File: src/rtl/alu_cmd_pkg.sv
// Shared constants for the ALU command issuer: op codes, FSM encoding, div-by-zero result.
// Latency: n/a (constants only).
// Backpressure: n/a.
package alu_cmd_pkg;

    // ALU select encoding
    localparam logic [2:0] OP_ADD  = 3'd0;
    localparam logic [2:0] OP_SUB  = 3'd1;
    localparam logic [2:0] OP_MUL  = 3'd2;
    localparam logic [2:0] OP_DIV  = 3'd3;
    localparam logic [2:0] OP_AND  = 3'd4;
    localparam logic [2:0] OP_OR   = 3'd5;
    localparam logic [2:0] OP_XOR  = 3'd6;
    localparam logic [2:0] OP_NAND = 3'd7;

    // Issuer FSM encoding
    localparam logic [1:0] ST_IDLE  = 2'd0;
    localparam logic [1:0] ST_DRIVE = 2'd1;
    localparam logic [1:0] ST_HOLD  = 2'd2;

    // Result reported for a divide with b == 0 (the bare ALU leaves this undefined)
    localparam logic [3:0] DIV0_RESULT = 4'hF;

endpackage

File: src/rtl/alu_cmd_fifo.sv
// Generic synchronous FIFO holding packed ALU commands.
// Latency: written entry is visible on rd_dat the cycle after push (first-word fall-through).
// Backpressure: push ignored while full, pop ignored while empty.
//
// Ports: clk, rst (sync, active-high); push/wr_dat write side; pop/rd_dat read side;
//        full/empty status derived from the extra pointer MSB.
module alu_cmd_fifo #(
    parameter int WIDTH = 11,
    parameter int DEPTH = 4
) (
    input  logic             clk,
    input  logic             rst,
    input  logic             push,
    input  logic [WIDTH-1:0] wr_dat,
    input  logic             pop,
    output logic [WIDTH-1:0] rd_dat,
    output logic             full,
    output logic             empty
);

    localparam int AW = $clog2(DEPTH);

    // One extra pointer bit distinguishes full from empty when the indices match.
    logic [AW:0]      wr_ptr;
    logic [AW:0]      rd_ptr;
    logic [WIDTH-1:0] mem [DEPTH];

    assign empty  = (wr_ptr == rd_ptr);
    assign full   = (wr_ptr[AW] != rd_ptr[AW]) && (wr_ptr[AW-1:0] == rd_ptr[AW-1:0]);
    assign rd_dat = mem[rd_ptr[AW-1:0]];

    always_ff @(posedge clk) begin
        if (rst) begin
            wr_ptr <= '0;
            rd_ptr <= '0;
        end else begin
            if (push && !full) begin
                mem[wr_ptr[AW-1:0]] <= wr_dat;
                wr_ptr              <= wr_ptr + (AW+1)'(1);
            end
            if (pop && !empty) begin
                rd_ptr <= rd_ptr + (AW+1)'(1);
            end
        end
    end

endmodule

File: src/rtl/alu_cmd_issuer.sv
// Wraps a 4-bit combinational ALU: buffers commands, drives operands from registers, returns results.
// Latency: accept at edge N, operands driven after N+1, res_valid after N+2; one result per 2 cycles.
// Backpressure: cmd_ready = !fifo_full; result held stable in HOLD until res_ready.
//
// Ports: clk, rst (sync, active-high); cmd_valid/cmd_ready/cmd_a/cmd_b/cmd_op command input;
//        alu_a/alu_b/alu_sel to the ALU, alu_y back from it;
//        res_valid/res_ready/res_data/res_op/res_err result output.
// Optional: define ALU_CMD_ISSUER_STATS_EN to add done_cnt/err_cnt saturating counters.
module alu_cmd_issuer
    import alu_cmd_pkg::*;
#(
    parameter int FIFO_DEPTH = 4,
    parameter int DATA_W     = 4,
    parameter int OP_W       = 3
) (
    input  logic              clk,
    input  logic              rst,
    input  logic              cmd_valid,
    output logic              cmd_ready,
    input  logic [DATA_W-1:0] cmd_a,
    input  logic [DATA_W-1:0] cmd_b,
    input  logic [OP_W-1:0]   cmd_op,
    output logic [DATA_W-1:0] alu_a,
    output logic [DATA_W-1:0] alu_b,
    output logic [OP_W-1:0]   alu_sel,
    input  logic [DATA_W-1:0] alu_y,
    output logic              res_valid,
    input  logic              res_ready,
    output logic [DATA_W-1:0] res_data,
    output logic [OP_W-1:0]   res_op,
    output logic              res_err
`ifdef ALU_CMD_ISSUER_STATS_EN
    ,
    output logic [7:0]        done_cnt,
    output logic [7:0]        err_cnt
`endif
);

    localparam int CMD_W = 2*DATA_W + OP_W;

    logic [1:0]       state;
    logic             fifo_full;
    logic             fifo_empty;
    logic             fifo_push;
    logic             fifo_pop;
    logic [CMD_W-1:0] fifo_rd_dat;
    logic             div0;
    logic             res_hs;

    assign cmd_ready = !fifo_full;
    assign fifo_push = cmd_valid && cmd_ready;
    assign res_hs    = res_valid && res_ready;

    // Pop is only ever taken when the operand registers are free to load the entry.
    assign fifo_pop  = !fifo_empty &&
                       ((state == ST_IDLE) || ((state == ST_HOLD) && res_ready));

    assign div0 = (alu_sel == OP_W'(OP_DIV)) && (alu_b == '0);

    alu_cmd_fifo #(
        .WIDTH (CMD_W),
        .DEPTH (FIFO_DEPTH)
    ) u_fifo (
        .clk    (clk),
        .rst    (rst),
        .push   (fifo_push),
        .wr_dat ({cmd_a, cmd_b, cmd_op}),
        .pop    (fifo_pop),
        .rd_dat (fifo_rd_dat),
        .full   (fifo_full),
        .empty  (fifo_empty)
    );

    always_ff @(posedge clk) begin
        if (rst) begin
            state     <= ST_IDLE;
            alu_a     <= '0;
            alu_b     <= '0;
            alu_sel   <= '0;
            res_valid <= 1'b0;
            res_data  <= '0;
            res_op    <= '0;
            res_err   <= 1'b0;
        end else begin
            case (state)
                ST_IDLE: begin
                    if (!fifo_empty) begin
                        {alu_a, alu_b, alu_sel} <= fifo_rd_dat;
                        state                   <= ST_DRIVE;
                    end
                end
                ST_DRIVE: begin
                    // Operands have been stable for a full cycle; alu_y is settled.
                    res_valid <= 1'b1;
                    res_op    <= alu_sel;
                    if (div0) begin
                        res_data <= DATA_W'(DIV0_RESULT);
                        res_err  <= 1'b1;
                    end else begin
                        res_data <= alu_y;
                        res_err  <= 1'b0;
                    end
                    state <= ST_HOLD;
                end
                ST_HOLD: begin
                    if (res_ready) begin
                        res_valid <= 1'b0;
                        if (!fifo_empty) begin
                            {alu_a, alu_b, alu_sel} <= fifo_rd_dat;
                            state                   <= ST_DRIVE;
                        end else begin
                            state <= ST_IDLE;
                        end
                    end
                end
                default: state <= ST_IDLE;
            endcase
        end
    end

`ifdef ALU_CMD_ISSUER_STATS_EN
    always_ff @(posedge clk) begin
        if (rst) begin
            done_cnt <= '0;
            err_cnt  <= '0;
        end else if (res_hs) begin
            if (done_cnt != 8'hFF) done_cnt <= done_cnt + 8'd1;
            if (res_err && (err_cnt != 8'hFF)) err_cnt <= err_cnt + 8'd1;
        end
    end
`else
    logic unused_hs;
    assign unused_hs = res_hs;
`endif

endmodule

File: config.mk
export PLATFORM = sky130hd
export DESIGN_NAME = alu_cmd_issuer
export DESIGN_NICKNAME = d
export VERILOG_FILES = /design/src/rtl/alu_cmd_pkg.sv /design/src/rtl/alu_cmd_fifo.sv /design/src/rtl/alu_cmd_issuer.sv
export SDC_FILE = /design/constraint.sdc
export NUM_CORES = 1
export LEC_CHECK = 0
export CAP_MARGIN = 20
export CORE_MARGIN = 3
export CORE_UTILIZATION = 40
export CTS_CLUSTER_SIZE = 30
export DETAILED_ROUTE_END_ITERATION = 16
export GPL_TIMING_DRIVEN = 1
export SLEW_MARGIN = 40
export SYNTH_ARGS = -nofsm -noshare
export SYNTH_HDL_FRONTEND = slang
export SYNTH_SLANG_ARGS = --single-unit
File: constraint.sdc
create_clock -name clk -period 3.5 [get_ports clk]
set_input_delay 0.35 -clock clk [delete_from_list [all_inputs] [get_ports clk]]
set_output_delay 0.35 -clock clk [all_outputs]
set_load 0.005 [all_outputs]
# Word-level counts from Yosys, hierarchy flattened
# Memories as Yosys holds them, arrays and structs flattened. A register that Yosys moved wholly into a read port is not among the register bits.
# Cells that the tools add are included.
dict set report word_totals {
  register_bits 28
  mem_bits_rw 44
  wordCells 60
  n_memories 1
}
dict set report op_classes {
  n_addsub 2
  eq_ne 8
  n_mux 22
  reduce_logical 17
}
# memory words width read_ports rd_clocked_by_memory_dff wr line
set mem_list {}
lappend mem_list {u_fifo.mem 4 11 1 1 1 alu_cmd_fifo.sv:26} ;# logic [WIDTH-1:0] mem [DEPTH];
# cell count
set ops {}
lappend ops {{4-bit two-way mux} 5}
lappend ops {{4-bit case mux with 2 select lines} 2}
lappend ops {{2-bit two-way mux} 4}
lappend ops {{1-bit logical AND} 7}
lappend ops {{3-bit by 1-bit adder with 3-bit output, second input constant} 2}
lappend ops {{1-bit two-way mux} 6}
lappend ops {{3-bit two-way mux} 2}
lappend ops {{2-bit case mux with 3 select lines} 1}
lappend ops {{3-bit case mux with 2 select lines} 1}
lappend ops {{2-bit AND reduction} 3}
lappend ops {{4-bit zero test} 1}
lappend ops {{2-bit inequality test, second input constant} 2}
lappend ops {{2-bit nonzero test} 2}
lappend ops {{3-bit by 2-bit == test with 1-bit output, second input constant} 1}
lappend ops {{3-bit == test} 1}
lappend ops {{2-bit by 1-bit == test with 1-bit output, second input constant} 1}
lappend ops {{2-bit == test} 1}
lappend ops {{2-bit == test, second input constant} 1}
lappend ops {{1-bit zero test} 2}
lappend ops {{2-bit zero test} 1}
lappend ops {{1-bit case mux with 2 select lines} 1}
lappend ops {{1-bit logical OR} 1}
lappend ops {{1-bit inequality test} 1}

# Depth between registers and ports, before layout
# Gate-level depths: netlist of run 1.
dict set report depth {
  depth_word 8
  mapped_depth 4
  mapped_depth_nobuf 4
}

# Cells and area by module
# A second synthesis of run 1 with hierarchy kept.
dict set report unflattened {
  hier_cells 227
  area_unflattened_um2 3047.9
}
# module instances cells_each area_each_um2 seq_area_each_um2
set modules_own_cells {}
lappend modules_own_cells {alu_cmd_fifo 1 126 2158.3 1481.4}
lappend modules_own_cells {alu_cmd_issuer 1 101 889.6 440.4}

# Least setup slack after synthesis of run 1
# Ideal clock, no wire load.
dict set report synth_timing {
  path_type {reg-to-reg}
  startpoint {reg u_fifo.wr_ptr[0]}
  endpoint {mem u_fifo.mem[3][0] (enable)}
  setup_ps 380
  arrival_time_ps 1365
  required_ps 3120
  setup_slack_ps 1755
  path_stages_with_launch 4
  synth_period_minus_slack_ps 1745
  cell_sequence {dfxtp_1 xnor2_1 a31oi_1 nor2b_1}
}
dict set report synth_via {
  elab_chain_cells 8
}
# item line
set synth_lines {}
lappend synth_lines {{from (decl)} alu_cmd_fifo.sv:24} ;# logic [AW:0] wr_ptr;
lappend synth_lines {{from (signal assigned)} alu_cmd_fifo.sv:39} ;# wr_ptr <= wr_ptr + (AW+1)'(1);
lappend synth_lines {{2-bit == test} alu_cmd_fifo.sv:29} ;# assign full = (wr_ptr[AW] != rd_ptr[AW]) && (wr_ptr[AW-1:0] == rd_ptr[AW-1:0]);
lappend synth_lines {{1-bit logical AND} alu_cmd_fifo.sv:29}
lappend synth_lines {{1-bit zero test} {alu_cmd_fifo.sv:37, alu_cmd_issuer.sv:50}}
lappend synth_lines {{1-bit logical AND} alu_cmd_issuer.sv:51} ;# assign fifo_push = cmd_valid && cmd_ready;
lappend synth_lines {{1-bit logical AND} alu_cmd_fifo.sv:37} ;# if (push && !full) begin
lappend synth_lines {{1-bit two-way mux} alu_cmd_fifo.sv:37}
lappend synth_lines {{1-bit two-way mux} alu_cmd_fifo.sv:33} ;# if (rst) begin
lappend synth_lines {{1-bit two-way mux (not written as such)} alu_cmd_fifo.sv:38} ;# mem[wr_ptr[AW-1:0]] <= wr_dat;
lappend synth_lines {{to (decl)} alu_cmd_fifo.sv:26}
# Several ways; a longest one is shown, not always the timed one.

# Worst setup path after layout of run 1
dict set report layout_timing {
  startpoint {reg u_fifo.wr_ptr[0]}
  endpoint {out cmd_ready}
}
dict set report layout_via {
  elab_chain_cells 3
}
# item line
set layout_lines {}
lappend layout_lines {{2-bit == test} alu_cmd_fifo.sv:29}
lappend layout_lines {{1-bit logical AND} alu_cmd_fifo.sv:29}
lappend layout_lines {{1-bit zero test} alu_cmd_issuer.sv:50} ;# assign cmd_ready = !fifo_full;
lappend layout_lines {{to (decl)} alu_cmd_issuer.sv:19} ;# output logic cmd_ready,
# Every way passes these cells.

==> out/qor.yml, run 1 <==
run_status:
  outcome: "finished clean"
timing:
  finClkSkew_ns: 0.00879
  finalCritPeriodShare_pct: 65.2
  max-slew-margin-rel_pct: 50.5
  tightestPinTransition_ns: 0.742
  setup_violations: 0
  fmax_ghz: 0.438
  hold_slack_ns: 0.457
  setup-tns-final_ns: 0
  rsz0062_at_grt: "no"
  hold_viol_final: 0
  min_period_ns: 2.28
  slew_viol_final: 0
clock_tree:
  postCtsHoldBufs: 0
  postCtsSetupBuffers: 0
  cts_tree: "yes"
  clk_pin_slew_worst_paths_ns: 0.08
  cts_max_level: 3
  cts_num_sinks: 74
  numCtsBuffers: 9
  cts_resized: 0
  cts_buffer_depth: 2
  cts_root_buffer: "clkbuf_8"
  clk_latency_ns: 0.35
floorplan:
  die_h_um: 92.7
  dieArea_um2: 8600
  dieWidth_um: 92.7
  core_um2: 7060
  start_util_pct: 42.6
  num_io_pins: 40
  num_rows: 30
global_route:
  grt_usage_pct: 13.1
  grt_max_degree: 37
  grt_pass1_wl_um: 8580
  grt_pass1_vias: 1698
  grt_overflow: 0
  antenna_found_initial: 0
place:
  dpl.hpwl_um: 3390
  routabilityCongestion: 0.708
  port_buffers: 39
pwr:
  combPwrFrac_pct: 28.8
  pwr-share-seq_pct: 45.4
  p_clk_share_pct: 25.9
  switching_power_w: 0.000810
  p_sw_share_pct: 30.2
  ir_worst_vdd_uv: 387
  p_leak_nw: 1.28
  power_density_nw_per_um2: 726
  intPower_w: 0.00187
critical_path:
  crit_path_end_kind: "primary output"
  criticalPathCategory: "flop to primary output"
  crit_family: "XOR/XNOR gates"
  slowest_delay_ns: 0.50
  critPathArrivalTime_ns: 1.93
  path_cells: "xnor2_1 > nand3_1 > clkdlybuf4s50_1"
  path_max_fanout: 7
  cpMaxStageDelayCell: "xnor2_1"
  crit_path_start_kind: "flop"
  r2r_slack_ns: 1.66
  required_ns: 3.15
  critPathBufInv: 1
synthesis:
  synthFlopType: "edfxtp_1"
  netlist-cell-type-count: 30
  syn-num-nets: 235
  synth_seq_cells: 74
  async_flop_share_pct: 0
  synth.top_cells.by_count: "edfxtp_1, dfxtp_1, nand2b_1"
  ys_seq_area_share_pct: 63.9
  synth.largest_area_cell: "edfxtp_1"
  synth_area_leaders: "edfxtp_1, dfxtp_1, mux4_2, nand2b_1, mux2i_1"
  syn_inst: 211
  avgSynthCellArea_um2: 14.3
  syn_area_um2: 3010
  synth_top_cell_area_share_pct: 43.9
  synth_edf_count: 44
  yosysWarnings: 0
  yosysMostFrequentCell: "edfxtp_1"
drt:
  drtPass1Iterations: 4
  ant_nets: 0
  post_drt_wl_per_cell_um: 14.3
  route.detailed.drc: 0
  routed_wl_um: 5080
  via_per_inst: 4.82
  first_iter_violations: 84
  vias: 1707
run:
  cap_violations: 0
final_layout:
  syn_to_final_growth_pct: 22.7
  final_nets: 277
  n_antenna_cell: 0
  drive_above_1_share_pct: 14.0
worst_hold_path:
  hp-class: "flop to flop"
## registers in the layout, summed over array words and instances, names as in the netlist, named ones only
signal	flops
alu_a	4
alu_b	4
alu_sel	3
res_data	4
res_err	1
res_op	3
res_valid	1
state	2
u_fifo.mem	44
u_fifo.rd_ptr	3
u_fifo.wr_ptr	3
## cells by family (layout without fill, tap and decap cells)
logic type / after synthesis / in the layout / synth area share [%]
AOI/OAI and AO/OA: 17 / 17 / 4.03
and+or+nand+nor: 68 / 68 / 12.6
adders and majority gates: 5 / 5 / 2.08
buffers and inverters: 15 / 62 / 2.16
xor gates and xnor gates: 4 / 4 / 1.16
DFF: 74 / 74 / 63.9
muxes: 28 / 28 / 14.1
## worst paths after layout
check / depth (start not counted) / from / to
max: 3 / u_fifo.wr_ptr[0] / cmd_ready
min: 2 / res_op[1] / res_op[1]
max reg2reg: 3 / u_fifo.wr_ptr[0] / u_fifo.mem[1][4]
min reg2reg: 2 / res_op[1] / res_op[1]
## metrics by stage
| step | total power [W] | area [um2] | worst slack, ns | util (%) | cells |
|---|---|---|---|---|---|
| finish | 0.00268 | 3690 | 1.22 | 52.3 | 354 |
| CTS | 0.00272 | 3690 | 1.16 | 52.3 | 354 |
| global placement | 0.00202 | 3490 | 1.42 | 49.4 | 338 |
| detailed placement | 0.00203 | 3490 | 1.39 | 49.4 | 338 |
| floorplan | 0.00173 | 3010 | 1.75 | - | 211 |
| global route | 0.00286 | 3690 | 1.05 | 52.3 | 354 |
## worst min-delay path, cell delays in order (launching register included)
cell and delay (ns):
dfxtp_1 0.31, nand2_1 0.05, a21oi_1 0.05
## area by class of cell
| type | instances | area, um2 |
|---|---|---|
| Clock buffer | 9 | 124 |
| Sequential cell | 74 | 1920 |
| Fill cell | 665 | 3360 |
| Multi-Input combinational cell | 122 | 1020 |
| Clock inverter | 7 | 81.3 |
| Inverter | 5 | 18.8 |
| Timing Repair Buffer | 41 | 405 |
| Tap cell | 96 | 120 |
## cell usage in the layout (no fill, tap or decap), types with 2 or more instances in the layout
master           Yosys  layout
nor2_1              15      15
clkdlybuf4s50_1      0      39
xnor2_1              3       3
mux2i_1             13      13
dfxtp_1             30      30
nor2b_1              7       7
edfxtp_1            44      44
a31oi_1              2       2
mux4_2              11      11
nand2b_1            28      28
ha_1                 5       5
clkbuf_8             0       9
inv_1                5       5
nand4_1              2       2
buf_4                0       2
nand3_1              2       2
mux2_2               4       4
inv_6                0       5
a21oi_1              5       5
a211oi_1             5       5
nand2_1              8       8
and4b_1              3       3
## power groups by stage
stage               registers, W  clock network [W]  logic, W
floorplan                0.00119                  0  0.000536
global placement         0.00125                  0  0.000771
detailed placement       0.00124                  0  0.000782
CTS                      0.00122           0.000713  0.000784
global route             0.00125           0.000759  0.000846
finish                   0.00122           0.000693  0.000771
## routing by layer
metal / wire [um] / part of all wire, % / track usage, %
met5: 0 / 0 / 0
met4: 67 / 1.3 / 7.33
met3: 282 / 5.6 / 3.49
met2: 2290 / 45 / 19.1
met1: 2430 / 48 / 17.7
Note: power is estimated with default switching activity, not from simulation.
==> run 2: changes to the inputs <==
==> constraint.sdc (replaced) <==
create_clock -name clk -period 2.19 [get_ports clk]
set_input_delay 0.219 -clock clk [delete_from_list [all_inputs] [get_ports clk]]
set_output_delay 0.219 -clock clk [all_outputs]
set_load 0.005 [all_outputs]
==> run 2 against run 1 <==
Compared with the run above: clock power is 62% higher; setup slack lost 0.98 ns; sequential power increased by 57%; clock skew rose by 0.0027 ns; die area did not move; final area is 1.6% higher; largest power group unchanged; sequential cell count unchanged; final cell count grew 1.4%; clock-buffer cell count up 2.
==> out/qor.yml, run 2 (synthesized netlist as in run 1, its figures left out) <==
timing:
  rsz0062_at_grt: "no"
  setup_violations: 0  # unchanged
  finalCritPeriodShare_pct: 89.4
  hold_viol_final: 0  # unchanged
  min_period_ns: 1.96
  setup_ws_ns: 0.233  # -0.984 ns
  slew_viol_final: 0  # unchanged
  finClkSkew_ns: 0.0115  # +0.00272 ns
  setup-tns-final_ns: 0  # unchanged
  fmax_ghz: 0.511
  max-slew-margin-rel_pct: 63.5  # +13 points
  tightestPinTransition_ns: 0.547  # -0.195 ns
place:
  port_buffers: 39  # unchanged
  place_worst_setup_slack_ns: 0.382  # -1.01 ns
  routabilityCongestion: 0.673  # -4.8%
  dpl.hpwl_um: 3530  # +3.9%
clock_tree:
  numCtsBuffers: 9  # unchanged
  cts_num_sinks: 74  # unchanged
  postCtsSetupBuffers: 0  # unchanged
  cts_tree: "yes"
  cts_resized: 0  # unchanged
  clk_latency_ns: 0.34  # about the same
  cts_max_level: 3  # unchanged
  cts_buffer_depth: 2  # unchanged
  clk_pin_slew_worst_paths_ns: 0.07  # about the same
  postCtsHoldBufs: 0  # unchanged
  cts_root_buffer: "clkbuf_8"
drt:
  post_drt_wl_per_cell_um: 14.6  # +2.1%
  routed_wl_um: 5250  # +3.5%
  drtPass1Iterations: 4  # unchanged
  vias: 1746  # +2.3%
  route.detailed.drc: 0  # unchanged
  first_iter_violations: 65  # -23%
  via_per_inst: 4.86  # +0.86%
  ant_nets: 0  # unchanged
run_status:
  outcome: "finished clean"
final_layout:
  drive_above_1_share_pct: 15.6  # +1.6 points
  final_nets: 282  # +1.8%
  mostFrequentLayoutCell: "edfxtp_1"
  n_antenna_cell: 0  # unchanged
  syn_to_final_growth_pct: 24.7
  final_cell_mix: "edfxtp_1, clkdlybuf4s50_1, dfxtp_1"
  largest_reg_flops: 44  # unchanged
global_route:
  antenna_found_initial: 0  # unchanged
  use_met3_pct: 3.09  # -0.41 points
  grt_pass1_wl_um: 8830  # +3.0%
  grt_overflow: 0  # unchanged
  grt_max_degree: 30  # -19%
  use_met1_pct: 18.4  # +0.72 points
  grt_pass1_vias: 1728  # +1.8%
  grt_util_met2_pct: 19.9  # +0.79 points
  grt_usage_pct: 13.4  # +0.33 points
  busiest_layer: "met2"
floorplan:
  core_um2: 7060  # unchanged
  num_rows: 30  # unchanged
  dieWidth_um: 92.7  # unchanged
  start_util_pct: 42.6  # unchanged
  dieArea_um2: 8600  # unchanged
  num_io_pins: 40  # unchanged
  die_h_um: 92.7  # unchanged
pwr:
  power_density_nw_per_um2: 1160  # +60%
  ir_worst_vdd_uv: 364  # -5.9%
  finalPower_w: 0.00435  # +62%
  p_leak_nw: 1.32  # +2.6%
worst_hold_path:
  hp-class: "flop to flop"
critical_path:
  crit_path_start_kind: "flop"
  criticalPathCategory: "flop to primary output"
  required_ns: 1.97  # -1.18 ns
  crit_path_end_kind: "primary output"
  critPathArrivalTime_ns: 1.74  # -0.19 ns
  path_max_fanout: 7  # unchanged
run:
  cap_violations: 0  # unchanged
-- run 2: cell count changes in the layout (fill, tap and decap cells not counted), sizes merged --
cell    before  now
clkbuf       9   11
clkinv       0    2
buf          2    7
inv         10    5
bufinv       1    2
-- run 2: final cells by class --
| cell class | instances | area (um2) |
|---|---|---|
| Tap cell | 96 | 120 |
| Clock inverter | 5 | 81.3 |
| Fill cell | 647 | 3300 |
| Sequential cell | 74 | 1920 |
| Multi-Input combinational cell | 122 | 1040 |
| Clock buffer | 11 | 131 |
| Timing Repair Buffer | 46 | 443 |
| Inverter | 5 | 18.8 |
-- run 2: metal layers --
layer | vias up | wire (um) | part of all wire [%]
met5 | - | 0 | 0
li1 | 869 | - | -
met1 | 836 | 2480 | 47
met2 | 37 | 2450 | 47
met4 | 0 | 51 | 0.97
met3 | 4 | 268 | 5.1
-- run 2: critical path, cell delays in order, from the launching register on --
cell	delay, ns
dfxtp_1	0.38
xnor2_2	0.36
nand3_1	0.19
clkdlybuf4s50_1	0.48
-- run 2: metrics by stage --
stage	instances	util (%)	hold slack, ns	area (um2)
6_report	359	53.2	0.455	3750
3_3_place_gp	343	50.0	0.444	3530
5_1_grt	359	53.2	0.476	3750
2_1_floorplan	211	-	0.318	3010
3_5_place_dp	343	50.0	0.447	3530
4_1_cts	359	53.0	0.458	3740
-- run 2: path summary, 6_finish.rpt --
check                                      start           endpoint  slack (ns)  cells past startpoint
worst min-delay path                   res_op[0]          res_op[0]        0.45                      2
worst min register to register         res_op[0]          res_op[0]        0.45                      2
worst max register to register  u_fifo.wr_ptr[0]  u_fifo.mem[3][10]        0.58                      4
worst max-delay path            u_fifo.wr_ptr[0]          cmd_ready        0.23                      3
-- run 2: report_power, final --
part | internal [W] | total [W] | leakage (nW) | switching [W]
sequential | 0.00172 | 0.00192 | 0.645 | 0.000204
clock | 0.000643 | 0.00112 | 0.104 | 0.000482
combinational | 0.000756 | 0.00131 | 0.569 | 0.000555
total | 0.00311 | 0.00435 | 1.32 | 0.00124
==> run 3: changes to the inputs <==
--- a/config.mk
+++ b/config.mk
@@ -8,7 +8,6 @@
 export CAP_MARGIN = 20
 export CORE_MARGIN = 3
 export CORE_UTILIZATION = 40
-export CTS_CLUSTER_SIZE = 30
 export DETAILED_ROUTE_END_ITERATION = 16
 export GPL_TIMING_DRIVEN = 1
 export SLEW_MARGIN = 40
==> results of run 3 <==
No change in the layout: final DEF, timing and power equal those of run 2.
